**src/rtl/eth_pkt_scheduler_if.sv**
```systemverilog
// rtl/eth_pkt_scheduler_if.sv - source, writer-FIFO and writer-handshake signals of the ethernet packet scheduler
interface eth_pkt_scheduler_if;
  logic        proc_req;
  logic [10:0] proc_len;
  logic [7:0]  proc_fft_size;
  logic [31:0] proc_data;
  logic        proc_valid;
  logic        proc_rd;
  logic        proc_done;
  logic        raw_req;
  logic [31:0] raw_data;
  logic        raw_valid;
  logic        raw_rd;
  logic        raw_done;
  logic [31:0] eth_data;
  logic        eth_data_we;
  logic        eth_fifo_full;
  logic [10:0] eth_length;
  logic [7:0]  fft_size;
  logic        raw_packet;
  logic        packet_ready;
  logic        packet_busy;
  logic        timeout_err;

  modport master (
    input  proc_req, proc_len, proc_fft_size, proc_data, proc_valid,
    input  raw_req, raw_data, raw_valid, eth_fifo_full, packet_busy,
    output proc_rd, proc_done, raw_rd, raw_done, eth_data, eth_data_we,
    output eth_length, fft_size, raw_packet, packet_ready, timeout_err
  );

  modport slave (
    output proc_req, proc_len, proc_fft_size, proc_data, proc_valid,
    output raw_req, raw_data, raw_valid, eth_fifo_full, packet_busy,
    input  proc_rd, proc_done, raw_rd, raw_done, eth_data, eth_data_we,
    input  eth_length, fft_size, raw_packet, packet_ready, timeout_err
  );
endinterface

```
**src/rtl/eth_pkt_scheduler.sv**
```systemverilog
// rtl/eth_pkt_scheduler.sv - round-robin scheduler of processed/raw payloads onto the ethernet writer
// Optional per-source handoff and timeout counters: define ETH_SCHED_STATS_EN.
module eth_pkt_scheduler #(
  parameter int MAX_WORDS = 256,
  parameter int TIMEOUT   = 4095
) (
  input  logic                  clk_ext,
  input  logic                  rst,
  eth_pkt_scheduler_if.master   bus
`ifdef ETH_SCHED_STATS_EN
  ,
  output logic [31:0]           proc_pkt_cnt,
  output logic [31:0]           raw_pkt_cnt,
  output logic [15:0]           to_cnt
`endif
);

  localparam logic [2:0] S_IDLE     = 3'd0;
  localparam logic [2:0] S_ARB      = 3'd1;
  localparam logic [2:0] S_STREAM   = 3'd2;
  localparam logic [2:0] S_ANNOUNCE = 3'd3;
  localparam logic [2:0] S_WAIT_HI  = 3'd4;
  localparam logic [2:0] S_WAIT_LO  = 3'd5;

  localparam logic OWN_PROC = 1'b0;
  localparam logic OWN_RAW  = 1'b1;

  localparam logic [10:0] MAX_LEN = 11'(MAX_WORDS);
  localparam int          TW      = $clog2(TIMEOUT + 1);

  logic [2:0]    state_q, state_d;
  logic          owner_q, owner_d;
  logic          last_grant_q, last_grant_d;
  logic [10:0]   len_q, len_d;
  logic [10:0]   wcnt_q, wcnt_d;
  logic [TW-1:0] tmo_q, tmo_d;
  logic          busy_m_q, busy_s_q;
  logic [31:0]   eth_data_q, eth_data_d;
  logic          eth_we_q, eth_we_d;
  logic [7:0]    fft_size_q, fft_size_d;
  logic          raw_packet_q, raw_packet_d;
  logic          packet_ready_q, packet_ready_d;
  logic          timeout_err_q, timeout_err_d;
  logic          proc_done_q, proc_done_d;
  logic          raw_done_q, raw_done_d;

  logic          stream_rd;
  logic          owner_valid;
  logic [31:0]   owner_data;

  // Read strobe is combinational so it drops in the very cycle the last word is taken.
  assign stream_rd   = (state_q == S_STREAM) && !bus.eth_fifo_full && (wcnt_q != len_q);
  assign owner_valid = (owner_q == OWN_RAW) ? bus.raw_valid : bus.proc_valid;
  assign owner_data  = (owner_q == OWN_RAW) ? bus.raw_data  : bus.proc_data;

  assign bus.proc_rd      = stream_rd && (owner_q == OWN_PROC);
  assign bus.raw_rd       = stream_rd && (owner_q == OWN_RAW);
  assign bus.proc_done    = proc_done_q;
  assign bus.raw_done     = raw_done_q;
  assign bus.eth_data     = eth_data_q;
  assign bus.eth_data_we  = eth_we_q;
  assign bus.eth_length   = len_q;
  assign bus.fft_size     = fft_size_q;
  assign bus.raw_packet   = raw_packet_q;
  assign bus.packet_ready = packet_ready_q;
  assign bus.timeout_err  = timeout_err_q;

  always_comb begin
    state_d        = state_q;
    owner_d        = owner_q;
    last_grant_d   = last_grant_q;
    len_d          = len_q;
    wcnt_d         = wcnt_q;
    tmo_d          = tmo_q;
    eth_data_d     = eth_data_q;
    eth_we_d       = 1'b0;
    fft_size_d     = fft_size_q;
    raw_packet_d   = raw_packet_q;
    packet_ready_d = packet_ready_q;
    timeout_err_d  = 1'b0;
    proc_done_d    = 1'b0;
    raw_done_d     = 1'b0;

    case (state_q)
      S_IDLE: begin
        if ((bus.proc_req || bus.raw_req) && !busy_s_q) begin
          if (bus.proc_req && bus.raw_req)
            owner_d = (last_grant_q == OWN_RAW) ? OWN_PROC : OWN_RAW;
          else
            owner_d = bus.raw_req ? OWN_RAW : OWN_PROC;
          state_d = S_ARB;
        end
      end
      S_ARB: begin
        wcnt_d = '0;
        if (owner_q == OWN_RAW) begin
          len_d        = MAX_LEN;
          fft_size_d   = 8'd0;
          raw_packet_d = 1'b1;
          state_d      = S_STREAM;
        end else begin
          len_d        = (bus.proc_len > MAX_LEN) ? MAX_LEN : bus.proc_len;
          fft_size_d   = bus.proc_fft_size;
          raw_packet_d = 1'b0;
          if (bus.proc_len == 11'd0) begin
            proc_done_d = 1'b1;
            state_d     = S_IDLE;
          end else begin
            state_d = S_STREAM;
          end
        end
      end
      S_STREAM: begin
        if (stream_rd && owner_valid) begin
          eth_data_d = owner_data;
          eth_we_d   = 1'b1;
          wcnt_d     = wcnt_q + 11'd1;
          if (wcnt_q + 11'd1 == len_q)
            state_d = S_ANNOUNCE;
        end
      end
      S_ANNOUNCE: begin
        packet_ready_d = 1'b1;
        tmo_d          = '0;
        state_d        = S_WAIT_HI;
      end
      S_WAIT_HI: begin
        if (busy_s_q) begin
          packet_ready_d = 1'b0;
          state_d        = S_WAIT_LO;
        end else if (tmo_q == TW'(TIMEOUT)) begin
          packet_ready_d = 1'b0;
          timeout_err_d  = 1'b1;
          proc_done_d    = (owner_q == OWN_PROC);
          raw_done_d     = (owner_q == OWN_RAW);
          state_d        = S_IDLE;
        end else begin
          tmo_d = tmo_q + TW'(1);
        end
      end
      S_WAIT_LO: begin
        if (!busy_s_q) begin
          proc_done_d  = (owner_q == OWN_PROC);
          raw_done_d   = (owner_q == OWN_RAW);
          last_grant_d = owner_q;
          state_d      = S_IDLE;
        end
      end
      default: state_d = S_IDLE;
    endcase
  end

  always_ff @(posedge clk_ext) begin
    if (rst) begin
      state_q        <= S_IDLE;
      owner_q        <= OWN_PROC;
      last_grant_q   <= OWN_RAW;
      len_q          <= '0;
      wcnt_q         <= '0;
      tmo_q          <= '0;
      busy_m_q       <= 1'b0;
      busy_s_q       <= 1'b0;
      eth_data_q     <= '0;
      eth_we_q       <= 1'b0;
      fft_size_q     <= '0;
      raw_packet_q   <= 1'b0;
      packet_ready_q <= 1'b0;
      timeout_err_q  <= 1'b0;
      proc_done_q    <= 1'b0;
      raw_done_q     <= 1'b0;
    end else begin
      state_q        <= state_d;
      owner_q        <= owner_d;
      last_grant_q   <= last_grant_d;
      len_q          <= len_d;
      wcnt_q         <= wcnt_d;
      tmo_q          <= tmo_d;
      busy_m_q       <= bus.packet_busy;
      busy_s_q       <= busy_m_q;
      eth_data_q     <= eth_data_d;
      eth_we_q       <= eth_we_d;
      fft_size_q     <= fft_size_d;
      raw_packet_q   <= raw_packet_d;
      packet_ready_q <= packet_ready_d;
      timeout_err_q  <= timeout_err_d;
      proc_done_q    <= proc_done_d;
      raw_done_q     <= raw_done_d;
    end
  end

`ifdef ETH_SCHED_STATS_EN
  logic [31:0] proc_cnt_q;
  logic [31:0] raw_cnt_q;
  logic [15:0] to_cnt_q;
  logic        handoff;

  // A completed handoff is the WAIT_LO exit; timeouts are tallied separately.
  assign handoff = (state_q == S_WAIT_LO) && !busy_s_q;

  always_ff @(posedge clk_ext) begin
    if (rst) begin
      proc_cnt_q <= '0;
      raw_cnt_q  <= '0;
      to_cnt_q   <= '0;
    end else begin
      if (handoff && owner_q == OWN_PROC) proc_cnt_q <= proc_cnt_q + 32'd1;
      if (handoff && owner_q == OWN_RAW)  raw_cnt_q  <= raw_cnt_q + 32'd1;
      if (timeout_err_d)                  to_cnt_q   <= to_cnt_q + 16'd1;
    end
  end

  assign proc_pkt_cnt = proc_cnt_q;
  assign raw_pkt_cnt  = raw_cnt_q;
  assign to_cnt       = to_cnt_q;
`endif

endmodule

```
**src/flat_wrapper.sv**
```systemverilog
// flat-port wrapper written by rule: the top's interface ports become plain ports
module eth_pkt_scheduler_flat 
#(
  parameter int MAX_WORDS = 256,
  parameter int TIMEOUT   = 4095
)
  (clk_ext, rst, bus_proc_req, bus_proc_len, bus_proc_fft_size, bus_proc_data, bus_proc_valid, bus_raw_req, bus_raw_data, bus_raw_valid, bus_eth_fifo_full, bus_packet_busy, bus_proc_rd, bus_proc_done, bus_raw_rd, bus_raw_done, bus_eth_data, bus_eth_data_we, bus_eth_length, bus_fft_size, bus_raw_packet, bus_packet_ready, bus_timeout_err);
  eth_pkt_scheduler_if bus_i ();
  input  logic clk_ext;
  input  logic rst;
  input wire logic [$bits(bus_i.proc_req)-1:0] bus_proc_req;
  input wire logic [$bits(bus_i.proc_len)-1:0] bus_proc_len;
  input wire logic [$bits(bus_i.proc_fft_size)-1:0] bus_proc_fft_size;
  input wire logic [$bits(bus_i.proc_data)-1:0] bus_proc_data;
  input wire logic [$bits(bus_i.proc_valid)-1:0] bus_proc_valid;
  input wire logic [$bits(bus_i.raw_req)-1:0] bus_raw_req;
  input wire logic [$bits(bus_i.raw_data)-1:0] bus_raw_data;
  input wire logic [$bits(bus_i.raw_valid)-1:0] bus_raw_valid;
  input wire logic [$bits(bus_i.eth_fifo_full)-1:0] bus_eth_fifo_full;
  input wire logic [$bits(bus_i.packet_busy)-1:0] bus_packet_busy;
  output wire logic [$bits(bus_i.proc_rd)-1:0] bus_proc_rd;
  output wire logic [$bits(bus_i.proc_done)-1:0] bus_proc_done;
  output wire logic [$bits(bus_i.raw_rd)-1:0] bus_raw_rd;
  output wire logic [$bits(bus_i.raw_done)-1:0] bus_raw_done;
  output wire logic [$bits(bus_i.eth_data)-1:0] bus_eth_data;
  output wire logic [$bits(bus_i.eth_data_we)-1:0] bus_eth_data_we;
  output wire logic [$bits(bus_i.eth_length)-1:0] bus_eth_length;
  output wire logic [$bits(bus_i.fft_size)-1:0] bus_fft_size;
  output wire logic [$bits(bus_i.raw_packet)-1:0] bus_raw_packet;
  output wire logic [$bits(bus_i.packet_ready)-1:0] bus_packet_ready;
  output wire logic [$bits(bus_i.timeout_err)-1:0] bus_timeout_err;
  assign bus_i.proc_req = bus_proc_req;
  assign bus_i.proc_len = bus_proc_len;
  assign bus_i.proc_fft_size = bus_proc_fft_size;
  assign bus_i.proc_data = bus_proc_data;
  assign bus_i.proc_valid = bus_proc_valid;
  assign bus_i.raw_req = bus_raw_req;
  assign bus_i.raw_data = bus_raw_data;
  assign bus_i.raw_valid = bus_raw_valid;
  assign bus_i.eth_fifo_full = bus_eth_fifo_full;
  assign bus_i.packet_busy = bus_packet_busy;
  assign bus_proc_rd = bus_i.proc_rd;
  assign bus_proc_done = bus_i.proc_done;
  assign bus_raw_rd = bus_i.raw_rd;
  assign bus_raw_done = bus_i.raw_done;
  assign bus_eth_data = bus_i.eth_data;
  assign bus_eth_data_we = bus_i.eth_data_we;
  assign bus_eth_length = bus_i.eth_length;
  assign bus_fft_size = bus_i.fft_size;
  assign bus_raw_packet = bus_i.raw_packet;
  assign bus_packet_ready = bus_i.packet_ready;
  assign bus_timeout_err = bus_i.timeout_err;
  eth_pkt_scheduler #(.MAX_WORDS(MAX_WORDS), .TIMEOUT(TIMEOUT)) u_core (.clk_ext(clk_ext), .rst(rst), .bus(bus_i));
endmodule
```
**config.mk**
```make
export PLATFORM = sky130hd
export DESIGN_NAME = eth_pkt_scheduler_flat
export DESIGN_NICKNAME = d
export VERILOG_FILES = /design/src/rtl/eth_pkt_scheduler_if.sv /design/src/rtl/eth_pkt_scheduler.sv /design/src/flat_wrapper.sv
export SDC_FILE = /design/constraint.sdc
export NUM_CORES = 1
export LEC_CHECK = 0
export CAP_MARGIN = 10
export CORE_ASPECT_RATIO = 2
export CORE_MARGIN = 8
export CORE_UTILIZATION = 45
export DETAILED_ROUTE_END_ITERATION = 16
export PLACE_DENSITY = 0.8
export SLEW_MARGIN = 40
export SYNTH_ARGS = -nofsm -noshare
export SYNTH_HDL_FRONTEND = slang
export SYNTH_SLANG_ARGS = --single-unit
```
**constraint.sdc**
```tcl
create_clock -name clk_ext -period 2.62 [get_ports clk_ext]
set_clock_uncertainty 0.15 [all_clocks]
set_input_delay 0.262 -clock clk_ext [delete_from_list [all_inputs] [get_ports clk_ext]]
set_output_delay 0.262 -clock clk_ext [all_outputs]
set_load 0.05 [all_outputs]
```
==> impl_metrics.py, run 1 <==
metrics = {
    "clock_network": {
        "clock_latency_ns": 0.34,
        "clockBufferDepth": 2,
        "root_buffer": "clkbuf_16",
        "ctsResizeCount": 0,
        "cts_tree": "yes",
        "cts.sinks": 87,
        "ctsHtreeMaxLevel": 3,
        "cts_buffers": 9,
        "clkTransAtPathRegs_ns": 0.06,
        "hold_buffers": 0,
    },
    "cells_and_area": {
        "drive_above_1_share_pct": 6.84,
        "seq_area_um2": 1740,
        "fin_nets": 731,
        "fin_area_um2": 6150,
        "num-fill-cells": 800,
        "area_growth_syn_to_layout_pct": 44.7,
        "multi_input_area_um2": 2280,
        "diodes": 0,
    },
    "drt": {
        "vias_per_cell": 5.65,
        "wl_per_cell_um": 18.1,
        "drc": 0,
        "vias": 4220,
        "routed_wl_um": 13500,
        "ant_nets": 0,
        "drt-initial-drc-count": 207,
        "first_pass_iters": 4,
    },
    "global_route": {
        "grt_max_degree": 65,
        "grt_pass1_vias": 4291,
        "track_usage_pct": 20.9,
        "grt_pass1_wl_um": 21500,
        "grt_overflow_total": 0,
        "antenna_found_initial": 0,
    },
    "synthesis": {
        "synthTopCellsByArea": "dfxtp_1, mux2i_1, a211oi_1, nor2_1, nand2_1",
        "ys_top_cells_by_count": "dfxtp_1, nor2_1, a211oi_1, nand2_1, mux2i_1",
        "yosysWarnings": 0,
        "avgSynthCellArea_um2": 8.50,
        "ys_seq_area_share_pct": 41.0,
        "synth.most_common_cell": "dfxtp_1",
        "yosysUniqueCellTypes": 52,
        "syn_nets": 593,
        "yosys.area.top_type_share_pct": 41.0,
        "ys_seq_elements": 87,
        "ys.flop_type": "dfxtp_1",
        "synth_edf_count": 0,
        "synthArstFlopShare_pct": 0,
        "synth_area_um2": 4250,
        "syn_inst": 500,
        "synth_top_cell_by_area": "dfxtp_1",
    },
    "place": {
        "dpl_cell_area_um2": 5820,
        "post-place-ws_ns": 0.185,
        "io_buffers": 149,
        "routabilityCongestion": 0.962,
        "dp_hpwl_um": 10700,
    },
    "sta": {
        "hold_viol": 0,
        "tns_ns": 0,
        "fin_ws_ns": 0.162,
        "grt_setup_unrepaired": "no",
        "min_period_ns": 2.46,
        "maxSlewViolCount": 0,
        "relSlewSlack_pct": 56.8,
        "fin_crit_sh_pct": 93.8,
        "setup_violations": 0,
        "clock.fmax_ghz": 0.407,
        "tightest_slew_ns": 0.647,
    },
    "floorplan": {
        "initial_utilization_pct": 45.9,
        "rows": 50,
        "ioPinCount": 150,
        "die_x_um": 84.7,
        "dieArea_um2": 13000,
        "core_um2": 9260,
        "fp.dieH_um": 153,
    },
    "worst_setup_path": {
        "start_kind": "flop",
        "crit_path_end": "u_core.wcnt_q[2]",
        "crit_type": "reg2reg",
        "end_kind": "flop",
        "regToRegEndpoint": "u_core.wcnt_q[2]",
        "ff2ff_path_depth": 7,
        "path_max_fanout": 11,
        "startpoint": "u_core.wcnt_q[7]",
        "required_ns": 2.76,
        "arrival_ns": 2.59,
        "r2r_slack_ns": 0.16,
        "r2r-start": "u_core.wcnt_q[7]",
    },
    "power_and_ir_drop": {
        "leakage_nw": 2.14,
        "pwr_density_cell_nw_per_um2": 551,
        "max-vdd-ir-drop_v": 0.000367,
    },
    "min_path": {
        "hp-class": "in2reg",
    },
    "run_status": {
        "outcome": "finished, final reports clean",
    },
    "job": {
        "cap_violations": 0,
    },
}
==> power breakdown <==
group	switching [W]	total, W	internal, W
sequential	0.0000380	0.00140	0.00136
combinational	0.000325	0.000603	0.000278
clock	0.000542	0.00138	0.000842
==> how the worst min path moves through the flow <==
stage / cells after the start / slack, ns / startpoint / to
detailed placement: 1 / 0.29 / u_core.busy_m_q / u_core.busy_s_q
global route: 2 / 0.32 / rst / u_core.bus.eth_length[7]
floorplan: 1 / 0.24 / bus_packet_busy / u_core.busy_m_q
finish: 2 / 0.28 / rst / u_core.bus.eth_length[3]
CTS: 2 / 0.27 / rst / u_core.bus.eth_length[3]
global placement: 1 / 0.27 / u_core.busy_m_q / u_core.busy_s_q
==> final cells by class <==
class,count,area share [%]
Clock buffer,10,3.72
Clock inverter,6,1.49
Inverter,11,0.672
Multi-Input combinational cell,362,37.2
Sequential cell,87,28.3
Tap cell,104,2.12
Timing Repair Buffer,167,26.5
==> cell usage in the layout (no fill, tap or decap), types with 13 or more instances in the layout <==
master,n
o21ai_0,14
clkdlybuf4s50_1,146
a21oi_1,23
nand2_1,35
mux2i_1,33
a211oi_1,35
nor2_1,62
xnor2_1,13
nor3_1,17
buf_4,19
dfxtp_1,86
nand3_1,20
==> routing by layer <==
layer	up-vias	wire, um	global-route usage (%)	part of all wire, %
met2	169	7150	37.6	53
li1	2080	-	-	-
met3	43	1010	8.00	7.5
met4	0	599	11.6	4.4
met5	-	0	0	0
met1	1928	4720	19.7	35
==> cells by family after synthesis <==
group                      after synthesis  synth area share [%]
AOI/OAI and AO/OA                      104                  16.3
adders and majority gates                2                 0.589
DFF                                     87                  41.0
xor gates and xnor gates                25                  5.15
buffers and inverters                   51                  5.39
and+or+nand+nor                        197                  23.5
muxes                                   34                  8.04
==> sequential cells by signal, summed over array words and instances, names as in the netlist, 3 cells and up <==
signal / flops
u_core.bus.eth_data: 32
u_core.tmo_q: 12
u_core.bus.eth_length: 11
u_core.wcnt_q: 11
u_core.bus.fft_size: 8
u_core.state_q: 3
==> metrics by stage <==
stage | utilization [%] | hold slack (ns) | total power, W | std cells
6_report | 66.4 | 0.283 | 0.00339 | 747
5_1_grt | 66.4 | 0.316 | 0.00352 | 747
4_1_cts | 66.3 | 0.273 | 0.00342 | 746
3_5_place_dp | 62.9 | 0.291 | 0.00203 | 730
3_3_place_gp | 62.9 | 0.267 | 0.00202 | 730
2_1_floorplan | - | 0.240 | 0.00176 | 500
==> worst max-delay path: stages, from the launching register on <==
cell,delay [ns]
dfxtp_1,0.55
xor2_1,0.20
nor4_1,0.27
nand3_1,0.22
nor3b_4,0.25
buf_4,0.17
or4b_1,0.51
nand3_1,0.08
==> repair_timing <==
action | CTS | global route
setup buffers | 0 | 1
endpoints found under the hold margin | 0 | 0
endpoints found under the setup margin | 0 | 1
Note: power is estimated with default switching activity, not from simulation.
==> run 2: changes to the inputs <==
--- a/config.mk
+++ b/config.mk
@@ -5,12 +5,11 @@
 export SDC_FILE = /design/constraint.sdc
 export NUM_CORES = 1
 export LEC_CHECK = 0
-export CAP_MARGIN = 10
+export CAP_MARGIN = 0
 export CORE_ASPECT_RATIO = 2
 export CORE_MARGIN = 8
-export CORE_UTILIZATION = 45
+export CORE_UTILIZATION = 29
 export DETAILED_ROUTE_END_ITERATION = 16
-export PLACE_DENSITY = 0.8
 export SLEW_MARGIN = 40
 export SYNTH_ARGS = -nofsm -noshare
 export SYNTH_HDL_FRONTEND = slang
==> run 2 against run 1 <==
Worst hold slack improved by 0.0042 ns. Non-clock buffer count fell by 2. Cell count rose by 12%. Global-route usage fell by 6.2 points. Clock power fell by 3%. Core utilization fell by 23 points. Critical path depth fell by 1. Largest cell class unchanged. Largest power group unchanged.
==> impl_metrics.py, run 2 (synthesized netlist as in run 1, its figures left out) <==
metrics = {
    "power_and_ir_drop": {
        "finalPower_w": 0.00334,
        "leakage_nw": 2.12,
        "max-vdd-ir-drop_v": 0.000265,
        "pwr_density_cell_nw_per_um2": 535,
    },
    "place": {
        "post-place-ws_ns": 0.293,
        "routabilityCongestion": 0.944,
        "dp_hpwl_um": 10900,
        "io_buffers": 149,
    },
    "cells_and_area": {
        "largest_reg_flops": 32,
        "num-fill-cells": 1391,
        "final_cell_mix": "clkdlybuf4s50_1, dfxtp_1, nor2_1",
        "diodes": 0,
        "fin_nets": 729,
        "drive_above_1_share_pct": 6.86,
        "fin_util_pct": 43.5,
        "area_growth_syn_to_layout_pct": 46.8,
        "final_common_cell": "clkdlybuf4s50_1",
    },
    "sta": {
        "relSlewSlack_pct": 50.6,
        "setup_violations": 0,
        "fin_ws_ns": 0.199,
        "hold_viol": 0,
        "clock.fmax_ghz": 0.413,
        "fin_crit_sh_pct": 92.4,
        "maxSlewViolCount": 0,
        "grt_setup_unrepaired": "no",
        "min_period_ns": 2.42,
        "tightest_slew_ns": 0.741,
        "hold_ws_ns": 0.287,
        "tns_ns": 0,
    },
    "worst_setup_path": {
        "cp_slowest_cell": "dfxtp_1",
        "critical-path-max-stage-delay_ns": 0.58,
        "crit_type": "reg2out",
        "end_kind": "primary output",
        "path_max_fanout": 13,
        "crit_chain": "xor2_1 -> nor4_1 -> nand3_1 -> nand2_1 -> nor2_1 -> buf_4",
        "required_ns": 2.21,
        "start_kind": "flop",
        "arrival_ns": 2.01,
    },
    "global_route": {
        "grt_max_degree": 76,
        "grt_pass1_wl_um": 22000,
        "grt_overflow_total": 0,
        "antenna_found_initial": 0,
        "grt_pass1_vias": 4283,
        "track_usage_pct": 14.8,
    },
    "floorplan": {
        "fp.dieH_um": 187,
        "dieArea_um2": 19000,
        "initial_utilization_pct": 29.6,
        "rows": 62,
        "ioPinCount": 150,
        "core_um2": 14400,
        "die_x_um": 102,
    },
    "drt": {
        "drc": 0,
        "routed_wl_um": 13900,
        "vias": 4182,
        "drt-initial-drc-count": 189,
        "wl_per_cell_um": 16.7,
        "ant_nets": 0,
        "first_pass_iters": 4,
        "vias_per_cell": 5.02,
    },
    "job": {
        "cap_violations": 0,
    },
    "clock_network": {
        "cts_setup_buffers": 0,
        "ctsHtreeMaxLevel": 3,
        "clockBufferDepth": 2,
        "ctsResizeCount": 0,
        "clkTransAtPathRegs_ns": 0.07,
        "clock_latency_ns": 0.34,
        "hold_buffers": 0,
        "cts_buffers": 9,
        "root_buffer": "clkbuf_16",
        "cts_tree": "yes",
        "cts.sinks": 87,
    },
    "min_path": {
        "hp-class": "reg2reg",
    },
    "run_status": {
        "outcome": "finished, final reports clean",
    },
}
[run 2: cell count changes in the layout (fill, tap and decap cells not counted), sizes merged]
cell and delta:
buf -2, clkinv -1, inv +1, clkinvlp +1, bufinv -1
[run 2: metal layers]
| metal | share of wire (%) | vias up | track usage (%) |
|---|---|---|---|
| met1 | 36 | 1934 | 14.3 |
| met2 | 54 | 146 | 26.8 |
| met3 | 6.4 | 29 | 4.25 |
| li1 | - | 2073 | - |
| met5 | 0 | - | 0 |
| met4 | 3.6 | 0 | 8.03 |
[run 2: metrics by stage]
step	instances	cell area (um^2)
6_report	833	6240
5_1_grt	833	6240
4_1_cts	833	6240
3_5_place_dp	817	5920
3_3_place_gp	817	5920
2_1_floorplan	500	4250
[run 2: report_power, final]
part / leakage, nW / internal, W / switching [W]
combinational: 1.26 / 0.000275 / 0.000324
clock: 0.152 / 0.000780 / 0.000562
sequential: 0.703 / 0.00136 / 0.0000362
[run 2: final cells by class]
class                   count  area, um^2  area share, %
multi-input cells         362        2290           36.6
clock buffers              10         239           3.83
inverters                  11        41.3          0.662
clock inverters             6        75.1           1.20
repair buffers            165        1610           25.9
well taps                 192         240           3.85
flip-flops and latches     87        1740           27.9
[run 2: path summary, 6_finish.rpt]
path	startpoint	to	slack, ns	depth (start not counted)
worst max-delay path	u_core.wcnt_q[6]	bus_proc_rd	0.20	6
worst min register to register	u_core.busy_m_q	u_core.busy_s_q	0.29	1
worst max register to register	u_core.wcnt_q[2]	u_core.state_q[0]	0.26	6
worst min-delay path	u_core.busy_m_q	u_core.busy_s_q	0.29	1
[run 2: worst max-delay path, delay by kind of cell (launching register included)]
kind	cells	cell delay (ns)
buffers and inverters	1	0.21
XOR/XNOR	1	0.12
flip-flops	1	0.58
AND/OR/NAND/NOR	4	0.76
